==> src/rtl/pipeline_pkg.sv <==
// rtl/pipeline_pkg.sv - shared types for the pipeline hazard controller
package pipeline_pkg;

  localparam int REG_AW = 5;

  typedef enum logic [1:0] {
    RUN    = 2'd0,
    HALTED = 2'd1,
    STEP   = 2'd2
  } state_t;

  typedef struct packed {
    logic              valid;
    logic [REG_AW-1:0] dest;
  } sb_entry_t;

  typedef enum logic [1:0] {
    SB_HOLD   = 2'd0,
    SB_SHIFT  = 2'd1,
    SB_BUBBLE = 2'd2,
    SB_CLEAR  = 2'd3
  } sb_op_t;

  // Register zero is hardwired, so it never produces a hazard.
  function automatic logic sb_hit(input sb_entry_t ex, input sb_entry_t mem,
                                  input logic [REG_AW-1:0] r);
    return (r != '0) && ((ex.valid && ex.dest == r) || (mem.valid && mem.dest == r));
  endfunction

endpackage

==> src/rtl/hazard_scoreboard.sv <==
// rtl/hazard_scoreboard.sv - EX/MEM destination scoreboard with source-register compare
module hazard_scoreboard
  import pipeline_pkg::*;
(
  input  logic              clock,
  input  logic              reset,
  input  sb_op_t            op,
  input  logic              new_valid,
  input  logic [REG_AW-1:0] new_dest,
  input  logic [REG_AW-1:0] rs,
  input  logic [REG_AW-1:0] rt,
  output logic              hit_rs,
  output logic              hit_rt
);

  sb_entry_t sb_ex;
  sb_entry_t sb_mem;

  always_ff @(posedge clock) begin
    if (reset) begin
      sb_ex  <= '0;
      sb_mem <= '0;
    end else begin
      case (op)
        SB_SHIFT: begin
          sb_mem <= sb_ex;
          sb_ex  <= '{valid: new_valid, dest: new_dest};
        end
        SB_BUBBLE: begin
          sb_mem <= sb_ex;
          sb_ex  <= '0;
        end
        SB_CLEAR: begin
          sb_ex  <= '0;
          sb_mem <= '0;
        end
        default: begin
          sb_ex  <= sb_ex;
          sb_mem <= sb_mem;
        end
      endcase
    end
  end

  assign hit_rs = sb_hit(sb_ex, sb_mem, rs);
  assign hit_rt = sb_hit(sb_ex, sb_mem, rt);

endmodule

==> src/rtl/pipeline_hazard_ctrl.sv <==
// rtl/pipeline_hazard_ctrl.sv - RAW stall, branch flush and debug halt sequencing
// Optional performance counters enabled by HAZARD_PERF_CNT_EN.
module pipeline_hazard_ctrl #(
  parameter int REG_AW = 5,
  parameter int PERF_W = 16
) (
  input  logic              clock,
  input  logic              reset,
  input  logic              id_valid,
  input  logic [REG_AW-1:0] id_rs,
  input  logic [REG_AW-1:0] id_rt,
  input  logic              id_uses_rs,
  input  logic              id_uses_rt,
  input  logic [REG_AW-1:0] id_dest,
  input  logic              id_writes,
  input  logic              mem_branch_taken,
  input  logic              halt_req,
  input  logic              step_req,
  output logic              pc_we,
  output logic              ifid_we,
  output logic              ifid_flush,
  output logic              idex_flush,
  output logic              exmem_flush,
  output logic              pipe_en,
  output logic              stall,
`ifdef HAZARD_PERF_CNT_EN
  output logic [PERF_W-1:0] perf_stall_cnt,
  output logic [PERF_W-1:0] perf_flush_cnt,
`endif
  output logic              halted
);

  import pipeline_pkg::*;

  state_t state;
  state_t next_state;
  sb_op_t sb_op;
  logic   hit_rs;
  logic   hit_rt;
  logic   raw;
  logic   branch_flush;

  hazard_scoreboard u_scoreboard (
    .clock     (clock),
    .reset     (reset),
    .op        (sb_op),
    .new_valid (id_valid && id_writes && (id_dest != '0)),
    .new_dest  (id_dest),
    .rs        (id_rs),
    .rt        (id_rt),
    .hit_rs    (hit_rs),
    .hit_rt    (hit_rt)
  );

  assign raw = id_valid && ((id_uses_rs && hit_rs) || (id_uses_rt && hit_rt));

  always_ff @(posedge clock) begin
    if (reset) state <= RUN;
    else       state <= next_state;
  end

  always_comb begin
    next_state   = state;
    sb_op        = SB_HOLD;
    pc_we        = 1'b0;
    ifid_we      = 1'b0;
    ifid_flush   = 1'b0;
    idex_flush   = 1'b0;
    exmem_flush  = 1'b0;
    pipe_en      = 1'b0;
    stall        = 1'b0;
    halted       = 1'b0;
    branch_flush = 1'b0;
    if (reset) begin
      ifid_flush  = 1'b1;
      idex_flush  = 1'b1;
      exmem_flush = 1'b1;
      sb_op       = SB_CLEAR;
      next_state  = RUN;
    end else begin
      // A taken branch squashes EX, ID and IF, so it outranks any RAW stall.
      if (state != HALTED) begin
        pipe_en = 1'b1;
        if (mem_branch_taken) begin
          pc_we        = 1'b1;
          ifid_we      = 1'b1;
          ifid_flush   = 1'b1;
          idex_flush   = 1'b1;
          exmem_flush  = 1'b1;
          sb_op        = SB_CLEAR;
          branch_flush = 1'b1;
        end else if (raw) begin
          idex_flush = 1'b1;
          stall      = 1'b1;
          sb_op      = SB_BUBBLE;
        end else begin
          pc_we   = 1'b1;
          ifid_we = 1'b1;
          sb_op   = SB_SHIFT;
        end
      end
      case (state)
        RUN:     if (halt_req) next_state = HALTED;
        HALTED: begin
          halted = 1'b1;
          if (!halt_req)     next_state = RUN;
          else if (step_req) next_state = STEP;
        end
        STEP:    next_state = halt_req ? HALTED : RUN;
        default: next_state = RUN;
      endcase
    end
  end

`ifdef HAZARD_PERF_CNT_EN
  // stall and branch_flush are only raised in active cycles, so HALTED never counts.
  always_ff @(posedge clock) begin
    if (reset) begin
      perf_stall_cnt <= '0;
      perf_flush_cnt <= '0;
    end else begin
      if (stall && (perf_stall_cnt != '1))
        perf_stall_cnt <= perf_stall_cnt + 1'b1;
      if (branch_flush && (perf_flush_cnt != '1))
        perf_flush_cnt <= perf_flush_cnt + 1'b1;
    end
  end
`endif

endmodule

==> config.mk <==
export PLATFORM = sky130hd
export DESIGN_NAME = pipeline_hazard_ctrl
export DESIGN_NICKNAME = d
export VERILOG_FILES = /design/src/rtl/pipeline_pkg.sv /design/src/rtl/hazard_scoreboard.sv /design/src/rtl/pipeline_hazard_ctrl.sv
export SDC_FILE = /design/constraint.sdc
export NUM_CORES = 1
export LEC_CHECK = 0
export ABC_AREA = 1
export CAP_MARGIN = 10
export CORE_MARGIN = 2
export CORE_UTILIZATION = 37
export CTS_BUF_LIST = sky130_fd_sc_hd__clkbuf_4
export DETAILED_ROUTE_END_ITERATION = 7
export HOLD_SLACK_MARGIN = 0.02
export PLACE_DENSITY = 0.65
export SYNTH_ARGS = -nofsm -noshare
export SYNTH_HDL_FRONTEND = slang
export SYNTH_SLANG_ARGS = --single-unit
==> constraint.sdc <==
create_clock -name clock -period 1.9 [get_ports clock]
set_input_delay 0.38 -clock clock [delete_from_list [all_inputs] [get_ports clock]]
set_output_delay 0.38 -clock clock [all_outputs]
set_load 0.05 [all_outputs]
==> results by group, run 1 <==
Status
  – Outcome: complete, but fails checks
  – Failing checks: negative setup slack

Place
  – Pre-CTS WS: -0.450 ns
  – Number of port buffers: 31
  – DP Cell Count: 248
  – GPL Wtd Cong: 0.811
  – Post-DP HPWL: 2150 um

Die
  – FP Rows: 18
  – Initial Util: 40.0%
  – Die Height: 56.2 um
  – Core Area: 0.00252 sq mm
  – Die width: 56.2 um
  – Total Die Area: 0.00316 sq mm
  – I/O pin total: 32

Global route
  – Grt ovf: 0
  – Largest net degree at the start of global routing: 10
  – First-pass GRT wire length: 4830 um
  – Initial antenna violation count: 0
  – Total track usage: 19.2%
  – Vias in the first global route: 1236

Routing
  – Detailed-route DRC error count: 0
  – First-pass DRT Iterations: 4
  – Routed vias: 1279
  – Post-route ant nets: 0
  – Vias per cell: 4.84
  – Avg WL per Cell: 10.8 um
  – Final wirelength: 2850 um
  – Starting DRC count in detailed routing: 41

Layout
  – Ant diodes: 0
  – Finished Layout Cells: 264
  – Fill cell count: 230
  – Area of the multi-input gates: 608 sq um
  – Register area: 295 sq um
  – Fraction of layout cells with a size suffix above 1: 31.2%
  – Fin nets: 259
  – Area Growth Syn to Fin: 61.2%
  – Final core occ: 64.4%

Power
  – Maximum vdd drop: 0.378 mV
  – Clock power frac: 23.0%
  – Flop pwr share: 43.3%
  – P per Cell Area: 438 mW/mm^2
  – Switching Fraction: 31.5%
  – Gate power share: 33.7%
  – Leak: 0.807 nW
  – Switch Pwr: 0.000224 W
  – Int Power: 0.000488 W

CTS
  – CTS max path bufs: 2
  – Number of CTS-inserted buffers: 3
  – Root Driver: clkbuf_4
  – Clock Latency Late Sink: 0.27 ns
  – TritonCTS clock tree: built
  – Clk sinks: 14
  – CTS clk-pin slew, worst paths: 0.08 ns
  – H-tree levels: 1

Hold path
  – Hold Path Class: flop to flop
  – Hold Path Origin: u_scoreboard.sb_ex[0]$_SDFFE_PP0P_

Yosys
  – Primary FF master, synth: dfxtp_1
  – Part of the Yosys area used for sequential elements: 27.8%
  – Top cells by count, synth: 75 x nand2_1, 26 x inv_1, 25 x nor2_1, 14 x dfxtp_1, 12 x nand3_1
  – Synth area leader: nand2_1
  – Cell count after synthesis: 182
  – Post-synth EDFFs: 0
  – Most frequent cell after synthesis: nand2_1
  – Mean Syn Cell Area: 5.54 sq um
  – Post-synth cell types: 21
  – Area share of the largest cell type after synthesis: 27.9%
  – Yosys warning count: 0
  – Ys async rst share: 0%
  – Yosys reg bits: 14
  – Top post-synthesis cells by area: nand2_1 28%, dfxtp_1 28%, inv_1 9.7%
  – Syn Nets: 206
  – Synthesized cell area: 0.00101 sq mm

Worst setup path
  – Crit path to: ifid_we
  – Kind of critical path: flop to primary output
  – Critical Path RT: 1.52 ns
  – R2R Path End: u_scoreboard.sb_mem[1]$_SDFFE_PP0P_
  – Crit. Startpoint: u_scoreboard.sb_ex[1]$_SDFFE_PP0P_
  – Max Fanout on Critical Path: 4
  – Reg2Reg Setup Slack: 0.15 ns
  – Crit path capture type: primary output
  – Reg2reg start: u_scoreboard.sb_mem[1]$_SDFFE_PP0P_
  – CP startpoint kind: flop
  – Worst path arrival time: 1.68 ns
  – Reg2Reg Depth: 12

STA
  – Final Hold Vio Count: 0
  – Worst slew pin tran: 0.329 ns
  – Final worst slack: -0.157 ns
  – RSZ-0062 raised after global routing: true
  – Setup skew after layout: 0.00926 ns
  – Minimum clock period: 2.06 ns
  – Final Setup Violations: 4
  – Rel. slew slack: 77.9%
  – Max Clock Freq: 0.486 GHz
  – Final Cycle Share: 108%
  – Slew Limit Fails: 0
  – Setup TNS Final: -0.467 ns

Job
  – Max cap viols: 0
## how the worst min path moves through the flow
stage                                         end  cells past startpoint  slack, ns
6_report       u_scoreboard.sb_ex[0]$_SDFFE_PP0P_                      2       0.46
2_1_floorplan  u_scoreboard.sb_ex[0]$_SDFFE_PP0P_                      2       0.43
4_1_cts        u_scoreboard.sb_ex[0]$_SDFFE_PP0P_                      2       0.46
3_3_place_gp   u_scoreboard.sb_ex[0]$_SDFFE_PP0P_                      2       0.44
3_5_place_dp   u_scoreboard.sb_ex[0]$_SDFFE_PP0P_                      2       0.45
5_1_grt        u_scoreboard.sb_ex[0]$_SDFFE_PP0P_                      2       0.48
## cells by family (layout without fill, tap and decap cells)
logic type / count (synthesis) / count (layout) / synth area share [%]
AOI/OAI and AO/OA: 11 / 11 / 6.82
buffers and inverters: 36 / 88 / 15.4
DFF: 14 / 14 / 27.8
and+or+nand+nor: 121 / 121 / 50.0
## power groups by stage
stage / clock network (W) / registers (W) / logic (W)
3_5_place_dp: 0 / 0.000315 / 0.000230
2_1_floorplan: 0 / 0.000313 / 0.000121
3_3_place_gp: 0 / 0.000314 / 0.000227
5_1_grt: 0.000194 / 0.000309 / 0.000258
6_report: 0.000164 / 0.000308 / 0.000240
4_1_cts: 0.000171 / 0.000309 / 0.000237
## per-stage QoR
| stage | cell area (sq um) | power, W | hold WS [ns] |
|---|---|---|---|
| finish | 1630 | 0.000712 | 0.460 |
| global route | 1630 | 0.000762 | 0.480 |
| CTS | 1620 | 0.000717 | 0.464 |
| detailed placement | 1450 | 0.000544 | 0.448 |
| global placement | 1450 | 0.000542 | 0.441 |
| floorplan | 1020 | 0.000433 | 0.426 |
## metal layers
| metal | track usage (%) | vias up | routed length, um |
|---|---|---|---|
| li1 | - | 657 | - |
| met1 | 20.0 | 548 | 1170 |
| met2 | 33.3 | 60 | 1320 |
| met3 | 3.95 | 14 | 228 |
| met4 | 15.0 | 0 | 136 |
| met5 | 0 | - | 0 |
## flip-flops by register name, indices dropped and copies added (netlist names)
name,flops
u_scoreboard.sb_ex,6
u_scoreboard.sb_mem,6
state,2
## worst max-delay path, stage by stage, from the launching register on
cell and delay, ns:
dfxtp_4 0.38, inv_2 0.05, nand2_1 0.05, nand2_1 0.06, nor2_2 0.11, nand3_1 0.09, nand2_1 0.07, nand2_1 0.06
nand2_2 0.08, nand3_2 0.08, nand2_2 0.09, clkinvlp_4 0.12, buf_12 0.17
## final cells by class
type	count	area share, %
inverters	33	8.16
clock buffers	3	1.39
repair buffers	51	32.3
well taps	30	2.31
multi-input cells	132	37.4
flip-flops and latches	14	18.2
clock inverters	1	0.231
## cells in the final DEF, fill, tap and decap left out, types with 5 or more instances in the layout
cell type        instances
buf_6                    5
inv_2                   15
buf_4                   17
clkdlybuf4s50_1         13
dfxtp_2                  9
nand3_1                 11
nor2_1                  22
nand2_1                 72
inv_1                   16
buf_12                   6
clkdlybuf4s15_1          6
nor2_2                   5
## timing repair
item / CTS / global route
endpoints found under the setup margin: 4 / 5
resized for setup: 42 / 12
pin swaps: 8 / 10
setup buffers: 13 / 1
hold buffers: 0 / 0
Power figures use the tool's default switching activity.
==> inputs of run 2 (changes only) <==
- ABC_AREA: 1 -> 0
- PLACE_DENSITY: 0.65 -> 0.69
==> results by group, run 2 <==
Layout
  – Fin nets: 152 (was 259)
  – Commonest non-fill, non-tap cell in the layout: xnor2_1 (was nand2_1)
  – Final core occ: 67.8% (was 64.4%)
  – Ant diodes: 0 (unchanged)
  – Most frequent cells in the layout: 19 x xnor2_1, 18 x buf_4, 13 x clkdlybuf4s50_1, 12 x dfxtp_1, 7 x buf_12 (was 72 x nand2_1, 22 x nor2_1, 17 x buf_4, 16 x inv_1, 15 x inv_2)
  – Largest regs: u_scoreboard.sb_ex: 6 flops, u_scoreboard.sb_mem: 6 flops, state: 2 flops (unchanged)
  – Finished Layout Cells: 154 (was 264)
  – Fill cell count: 166 (was 230)
  – Fraction of layout cells with a size suffix above 1: 33.1% (was 31.2%)
  – Area Growth Syn to Fin: 69.9% (was 61.2%)

Routing
  – Post-route ant nets: 0 (unchanged)
  – Detailed-route DRC error count: 0 (unchanged)
  – First-pass DRT Iterations: 4 (unchanged)
  – Routed vias: 813 (was 1279)
  – Avg WL per Cell: 14.2 um (was 10.8 um)
  – Final wirelength: 2190 um (was 2850 um)
  – Vias per cell: 5.28 (was 4.84)
  – Starting DRC count in detailed routing: 13 (was 41)

Worst setup path
  – Critical Path RT: 1.52 ns (about the same)
  – R2R Path End: u_scoreboard.sb_ex[0]$_SDFFE_PP0P_ (was u_scoreboard.sb_mem[1]$_SDFFE_PP0P_)
  – CP Cell Sequence: buf_2 > or3_1 > o311a_1 > a22oi_4 > o21a_4 > buf_12 (was inv_2 > nand2_1 > nand2_1 > nor2_2 > nand3_1 > nand2_1 > nand2_1 > nand2_2 > nand3_2 > nand2_2 > clkinvlp_4 > buf_12)
  – CP startpoint kind: input port (was flop)
  – Reg2reg start: u_scoreboard.sb_ex[0]$_SDFFE_PP0P_ (was u_scoreboard.sb_mem[1]$_SDFFE_PP0P_)
  – Worst path arrival time: 1.75 ns (was 1.68 ns)
  – Kind of critical path: input port to primary output (was flop to primary output)
  – Crit path capture type: primary output (unchanged)
  – Max stage delay cell, worst path: o311a_1 (was dfxtp_4)
  – Reg2Reg Setup Slack: 0.36 ns (was 0.15 ns)
  – CP peak stage delay: 0.37 ns (was 0.38 ns)
  – Max Fanout on Critical Path: 4 (unchanged)
  – Reg2Reg Depth: 6 (was 12)

Global route
  – Grt ovf: 0 (unchanged)
  – First-pass GRT wire length: 3780 um (was 4830 um)
  – Initial antenna violation count: 0 (unchanged)
  – Vias in the first global route: 876 (was 1236)
  – Total track usage: 19.7% (was 19.2%)
  – Largest net degree at the start of global routing: 13 (was 10)

Power
  – Power Total: 0.000707 W (was 0.000712 W)
  – P per Cell Area: 526 mW/mm^2 (was 438 mW/mm^2)
  – Leak: 0.525 nW (was 0.807 nW)
  – Maximum vdd drop: 0.299 mV (was 0.378 mV)

STA
  – Slew Limit Fails: 0 (unchanged)
  – Final Cycle Share: 112% (was 108%)
  – Rel. slew slack: 82.1% (was 77.9%)
  – Max Clock Freq: 0.469 GHz (was 0.486 GHz)
  – Worst hold slack: 0.526 ns (was 0.460 ns)
  – Final Hold Vio Count: 0 (unchanged)
  – Setup skew after layout: 0.00756 ns (was 0.00926 ns)
  – Worst slew pin tran: 0.269 ns (was 0.329 ns)
  – RSZ-0062 raised after global routing: true (unchanged)
  – Minimum clock period: 2.13 ns (was 2.06 ns)
  – Final Setup Violations: 4 (unchanged)
  – Final worst slack: -0.233 ns (was -0.157 ns)

Place
  – DP Cell Count: 149 (was 248)
  – GPL Wtd Cong: 0.893 (was 0.811)
  – Pre-CTS WS: -0.555 ns (was -0.450 ns)
  – Number of port buffers: 31 (unchanged)
  – Post-DP HPWL: 1780 um (was 2150 um)

Yosys
  – Top post-synthesis cells by area: dfxtp_1 35%, xnor2_1 22%, a32o_1 7.6% (was nand2_1 28%, dfxtp_1 28%, inv_1 9.7%)
  – Synth area leader: dfxtp_1 (was nand2_1)
  – Post-Synth Simple-Gate Area: 13.8% (was 50.0%)
  – Post-Synth Adder-Cell Area: 0% (unchanged)
  – Yosys reg bits: 14 (unchanged)
  – Largest family of logic cells by synthesized area: compound AO/OA/AOI/OAI gates (was simple AND/OR/NAND/NOR gates)
  – Most frequent cell after synthesis: xnor2_1 (was nand2_1)
  – Primary FF master, synth: dfxtp_1 (unchanged)
  – Synth Area in Compound Gates: 25.8% (was 6.82%)
  – Ys async rst share: 0% (unchanged)
  – Part of the Yosys area used for sequential elements: 35.4% (was 27.8%)
  – Mux cell area share after synthesis: 0% (unchanged)
  – Area share of the largest cell type after synthesis: 35.4% (was 27.9%)
  – Synthesized cell area: 791 sq um (was 0.00101 sq mm)
  – Mean Syn Cell Area: 10.0 sq um (was 5.54 sq um)
  – Top cells by count, synth: 20 x xnor2_1, 14 x dfxtp_1, 6 x a22o_1, 6 x a32o_1 (was 75 x nand2_1, 26 x inv_1, 25 x nor2_1, 14 x dfxtp_1, 12 x nand3_1)
  – Syn Nets: 103 (was 206)
  – Post-synth cell types: 22 (was 21)
  – XOR/XNOR share of the synthesized area: 22.2% (was 0%)
  – Cell count after synthesis: 79 (was 182)
  – Yosys warning count: 0 (unchanged)
  – Post-synth EDFFs: 0 (unchanged)

CTS
  – Clock Latency Late Sink: 0.27 ns (about the same)
  – CTS max path bufs: 2 (unchanged)
  – Root Driver: clkbuf_4 (unchanged)
  – Number of CTS-inserted buffers: 3 (unchanged)
  – Hold-fix buffers, CTS: 0 (unchanged)
  – TritonCTS clock tree: built (unchanged)
  – Clk sinks: 14 (unchanged)
  – CTS clk-pin slew, worst paths: 0.07 ns (was 0.08 ns)
  – H-tree levels: 1 (unchanged)

Status
  – Outcome: complete, but fails checks (unchanged)
  – Failing checks: negative setup slack (unchanged)

Die
  – Die Height: 50.2 um (was 56.2 um)
  – Initial Util: 39.9% (was 40.0%)
  – Total Die Area: 0.00252 sq mm (was 0.00316 sq mm)
  – Die width: 50.2 um (was 56.2 um)
  – I/O pin total: 32 (unchanged)
  – Core Area: 0.00198 sq mm (was 0.00252 sq mm)
  – FP Rows: 16 (was 18)

Hold path
  – Hold Path Class: flop to flop (unchanged)
  – Worst Hold End: u_scoreboard.sb_mem[5]$_SDFFE_PP0P_ (was u_scoreboard.sb_ex[0]$_SDFFE_PP0P_)
  – Hold Path Origin: u_scoreboard.sb_mem[5]$_SDFFE_PP0P_ (was u_scoreboard.sb_ex[0]$_SDFFE_PP0P_)
  – Hold Path Stages: 1 (was 2)

Job
  – Max cap viols: 0 (unchanged)
==> run 2: cell count changes in the layout (fill, tap and decap cells not counted), moves of 7 or more <==
cell | previous run | this run
nor2_1 | 22 | 2
dfxtp_2 | 9 | 2
nand2_1 | 72 | 4
dfxtp_1 | 4 | 12
xnor2_1 | 0 | 19
inv_2 | 15 | 0
inv_1 | 16 | 0
nand3_1 | 11 | 0
==> run 2: cells by family after synthesis <==
group | count (synthesis)
XOR/XNOR | 20
buffers and inverters | 4
flip-flops | 14
AND/OR/NAND/NOR | 19
AO/OA/AOI/OAI | 22
==> run 2: worst max-delay path: cells and delay by family <==
| family | cells | cell delay (ns) |
|---|---|---|
| buf+inv | 2 | 0.25 |
| simple gates | 1 | 0.36 |
| compound gates | 3 | 0.76 |
==> run 2: cell type report <==
class | instances | area (sq um) | share of cell area (%)
Multi-Input combinational cell | 61 | 518 | 38.5
Timing Repair Buffer | 48 | 483 | 35.9
Sequential cell | 14 | 283 | 21.0
Tap cell | 27 | 33.8 | 2.51
Clock buffer | 3 | 22.5 | 1.68
Clock inverter | 1 | 3.75 | 0.279
==> run 2: routing by layer <==
layer | up-vias | track usage [%] | part of all wire, %
li1 | 396 | - | -
met2 | 35 | 34.2 | 50
met1 | 378 | 22.3 | 41
met3 | 4 | 4.17 | 7.0
met5 | - | 0 | 0
met4 | 0 | 10.6 | 2.0
==> run 2: per-stage QoR <==
stage / instance area [sq um] / TNS [ns]
after floorplan: 802 / -0.804
after global placement: 1310 / -3.52
after detailed placement: 1310 / -3.62
after CTS: 1330 / -0.846
after global routing: 1340 / -0.995
final: 1340 / -0.794
==> run 2: timing repair <==
| item | CTS | global route |
|---|---|---|
| pin swaps | 9 | 6 |
| endpoints found under the setup margin | 4 | 4 |
| gates resized for setup | 32 | 4 |
| setup buffers | 1 | 0 |
==> run 2: worst max path at each step <==
stage	startpoint	to	slack, ns
6_report	id_rt[1]	ifid_we	-0.23
5_1_grt	id_rs[4]	ifid_we	-0.28
4_1_cts	id_rs[1]	ifid_we	-0.24
3_5_place_dp	id_rt[1]	ifid_we	-0.56
3_3_place_gp	id_rt[1]	pc_we	-0.52
2_1_floorplan	state[0]$_SDFFE_PP0P_	stall	-0.25
==> run 2: power by group <==
group | leakage, nW | internal, W | switching (W) | total (W)
combinational | 0.395 | 0.000130 | 0.0000995 | 0.000230
sequential | 0.115 | 0.000303 | 0.0000116 | 0.000315
clock | 0.0154 | 0.0000759 | 0.0000872 | 0.000163
==> inputs of run 3 (changes only) <==
- CORE_UTILIZATION: 37 -> 44
- PLACE_DENSITY: 0.69 -> 0.8
==> results by group, run 3 (same netlist as run 2, synthesis figures left out) <==
Worst setup path
  – CP Cell Sequence: buf_6 > or3_1 > o311a_1 > a22oi_4 > o21a_4 > buf_12 (was buf_2 > or3_1 > o311a_1 > a22oi_4 > o21a_4 > buf_12)
  – CP startpoint kind: input port (unchanged)
  – Max Fanout on Critical Path: 4 (unchanged)
  – Kind of critical path: input port to primary output (unchanged)
  – Max stage delay cell, worst path: or3_1 (was o311a_1)
  – CP peak stage delay: 0.36 ns (was 0.37 ns)
  – Crit path capture type: primary output (unchanged)
  – Critical Path RT: 1.52 ns (about the same)
  – Worst path arrival time: 1.75 ns (about the same)

Power
  – Switch Pwr: 0.000202 W (was 0.000198 W)
  – Gate power share: 32.8% (was 32.5%)
  – Flop pwr share: 44.3% (was 44.5%)
  – Maximum vdd drop: 0.403 mV (was 0.299 mV)
  – Clock power frac: 22.9% (was 23.1%)
  – Power Total: 0.000713 W (was 0.000707 W)
  – Int Power: 0.000511 W (was 0.000509 W)
  – Switching Fraction: 28.3% (was 28.0%)
  – Leak: 0.531 nW (was 0.525 nW)
  – P per Cell Area: 528 mW/mm^2 (was 526 mW/mm^2)

CTS
  – TritonCTS clock tree: built (unchanged)
  – Hold-fix buffers, CTS: 0 (unchanged)
  – Clock Latency Late Sink: 0.27 ns (about the same)
  – H-tree levels: 1 (unchanged)
  – Clk sinks: 14 (unchanged)
  – Number of CTS-inserted buffers: 3 (unchanged)
  – CTS clk-pin slew, worst paths: 0.08 ns (was 0.07 ns)
  – Root Driver: clkbuf_4 (unchanged)
  – CTS max path bufs: 2 (unchanged)

STA
  – Rel. slew slack: 82.1% (about the same)
  – Max Clock Freq: 0.470 GHz (was 0.469 GHz)
  – Minimum clock period: 2.13 ns (about the same)
  – Slew Limit Fails: 0 (unchanged)
  – RSZ-0062 raised after global routing: true (unchanged)
  – Final worst slack: -0.228 ns (was -0.233 ns)
  – Final Cycle Share: 112% (about the same)
  – Worst hold slack: 0.526 ns (about the same)
  – Final Setup Violations: 4 (unchanged)
  – Worst slew pin tran: 0.269 ns (about the same)
  – Final Hold Vio Count: 0 (unchanged)
  – Setup skew after layout: 0.00468 ns (was 0.00756 ns)

Layout
  – Area of the multi-input gates: 518 sq um (unchanged)
  – Non-Filler Cell Area, Final: 0.00135 sq mm (was 0.00134 sq mm)
  – Commonest non-fill, non-tap cell in the layout: xnor2_1 (unchanged)
  – Register area: 287 sq um (was 283 sq um)
  – Fraction of layout cells with a size suffix above 1: 35.4% (was 33.1%)
  – Area Growth Syn to Fin: 70.7% (was 69.9%)
  – Fin nets: 152 (unchanged)
  – Ant diodes: 0 (unchanged)
  – Fill cell count: 115 (was 166)
  – Most frequent cells in the layout: 19 x xnor2_1, 17 x buf_4, 13 x clkdlybuf4s50_1, 9 x dfxtp_1, 7 x buf_12 (was 19 x xnor2_1, 18 x buf_4, 13 x clkdlybuf4s50_1, 12 x dfxtp_1, 7 x buf_12)
  – Largest regs: u_scoreboard.sb_ex: 6 flops, u_scoreboard.sb_mem: 6 flops, state: 2 flops (unchanged)

Routing
  – First-pass DRT Iterations: 4 (unchanged)
  – Routed vias: 812 (was 813)
  – Avg WL per Cell: 15.3 um (was 14.2 um)
  – Vias per cell: 5.34 (was 5.28)
  – Starting DRC count in detailed routing: 13 (unchanged)
  – Final wirelength: 2330 um (was 2190 um)
  – Detailed-route DRC error count: 0 (unchanged)
  – Post-route ant nets: 0 (unchanged)

Status
  – Failing checks: negative setup slack (unchanged)
  – Outcome: complete, but fails checks (unchanged)

Global route
  – Grt ovf: 0 (unchanged)
  – Initial antenna violation count: 0 (unchanged)
  – Vias in the first global route: 902 (was 876)
  – Total track usage: 26.1% (was 19.7%)
  – First-pass GRT wire length: 3900 um (was 3780 um)
  – Largest net degree at the start of global routing: 13 (unchanged)

Die
  – I/O pin total: 32 (unchanged)
  – Core Area: 0.00171 sq mm (was 0.00198 sq mm)
  – Die Height: 46.4 um (was 50.2 um)
  – Total Die Area: 0.00215 sq mm (was 0.00252 sq mm)
  – Die width: 46.4 um (was 50.2 um)
  – Initial Util: 46.3% (was 39.9%)
  – FP Rows: 15 (was 16)

Job
  – Max cap viols: 0 (unchanged)

Place
  – GPL Wtd Cong: 0.894 (was 0.893)
  – Number of port buffers: 31 (unchanged)
  – Placed Area: 0.00131 sq mm (about the same)
  – Post-DP HPWL: 1840 um (was 1780 um)

Hold path
  – Hold Path Class: flop to flop (unchanged)
==> run 3: cell types whose count changed in the layout (fill, tap and decap cells not counted), sizes merged <==
cell and change:
clkdlybuf4s15 +1, dlygate4sd2 -1
==> run 3: worst paths after layout <==
path                            cells after the start                                 from                                  end  slack [ns]
worst max register to register                      6   u_scoreboard.sb_ex[2]$_SDFFE_PP0P_   u_scoreboard.sb_ex[2]$_SDFFE_PP0P_        0.40
worst min-delay path                                1  u_scoreboard.sb_mem[5]$_SDFFE_PP0P_  u_scoreboard.sb_mem[5]$_SDFFE_PP0P_        0.53
worst min register to register                      1  u_scoreboard.sb_mem[5]$_SDFFE_PP0P_  u_scoreboard.sb_mem[5]$_SDFFE_PP0P_        0.53
worst max-delay path                                6                             id_rs[0]                                pc_we       -0.23
==> run 3: power by group through the flow <==
stage	clock (W)	sequential (W)	combinational, W
2_1_floorplan	0	0.000318	0.000104
3_3_place_gp	0	0.000320	0.000229
3_5_place_dp	0	0.000321	0.000234
4_1_cts	0.000168	0.000314	0.000230
5_1_grt	0.000183	0.000318	0.000249
6_report	0.000163	0.000316	0.000234
==> run 3: cell type report <==
class	count	share of cell area, %
sequential	14	21.2
multi-input combinational	61	38.4
timing repair buffer	48	36.1
clock buffer	3	1.67
clock inverter	1	0.278
tap	25	2.32
==> run 3: critical path: cells and delay by family <==
kind	cells	cell delay (ns)
simple gates	1	0.36
buf+inv	2	0.23
compound gates	3	0.77
==> run 3: per-layer routing <==
| metal | wire length [um] | vias up | share of wire, % | GRT usage, % |
|---|---|---|---|---|
| li1 | - | 394 | - | - |
| met1 | 926 | 384 | 40 | 29.3 |
| met2 | 1240 | 30 | 53 | 47.5 |
| met3 | 124 | 4 | 5.3 | 4.31 |
| met4 | 36 | 0 | 1.5 | 11.4 |
| met5 | 0 | - | 0 | 0 |
==> run 3: what timing repair did <==
item                       4_1_cts  5_1_grt
gates cloned                     0        0
resized for setup               32        9
setup endpoints to repair        8        4
setup buffers                    1        0
pin swaps                        7        8
==> run 3: metrics by stage <==
step	instances	util, %	worst slack [ns]	setup TNS (ns)
global route	152	79.0	-0.280	-0.973
global placement	147	76.4	-0.515	-3.44
finish	152	79.0	-0.228	-0.757
detailed placement	147	76.4	-0.562	-3.86
floorplan	79	-	-0.253	-0.804
CTS	152	77.6	-0.285	-1.00
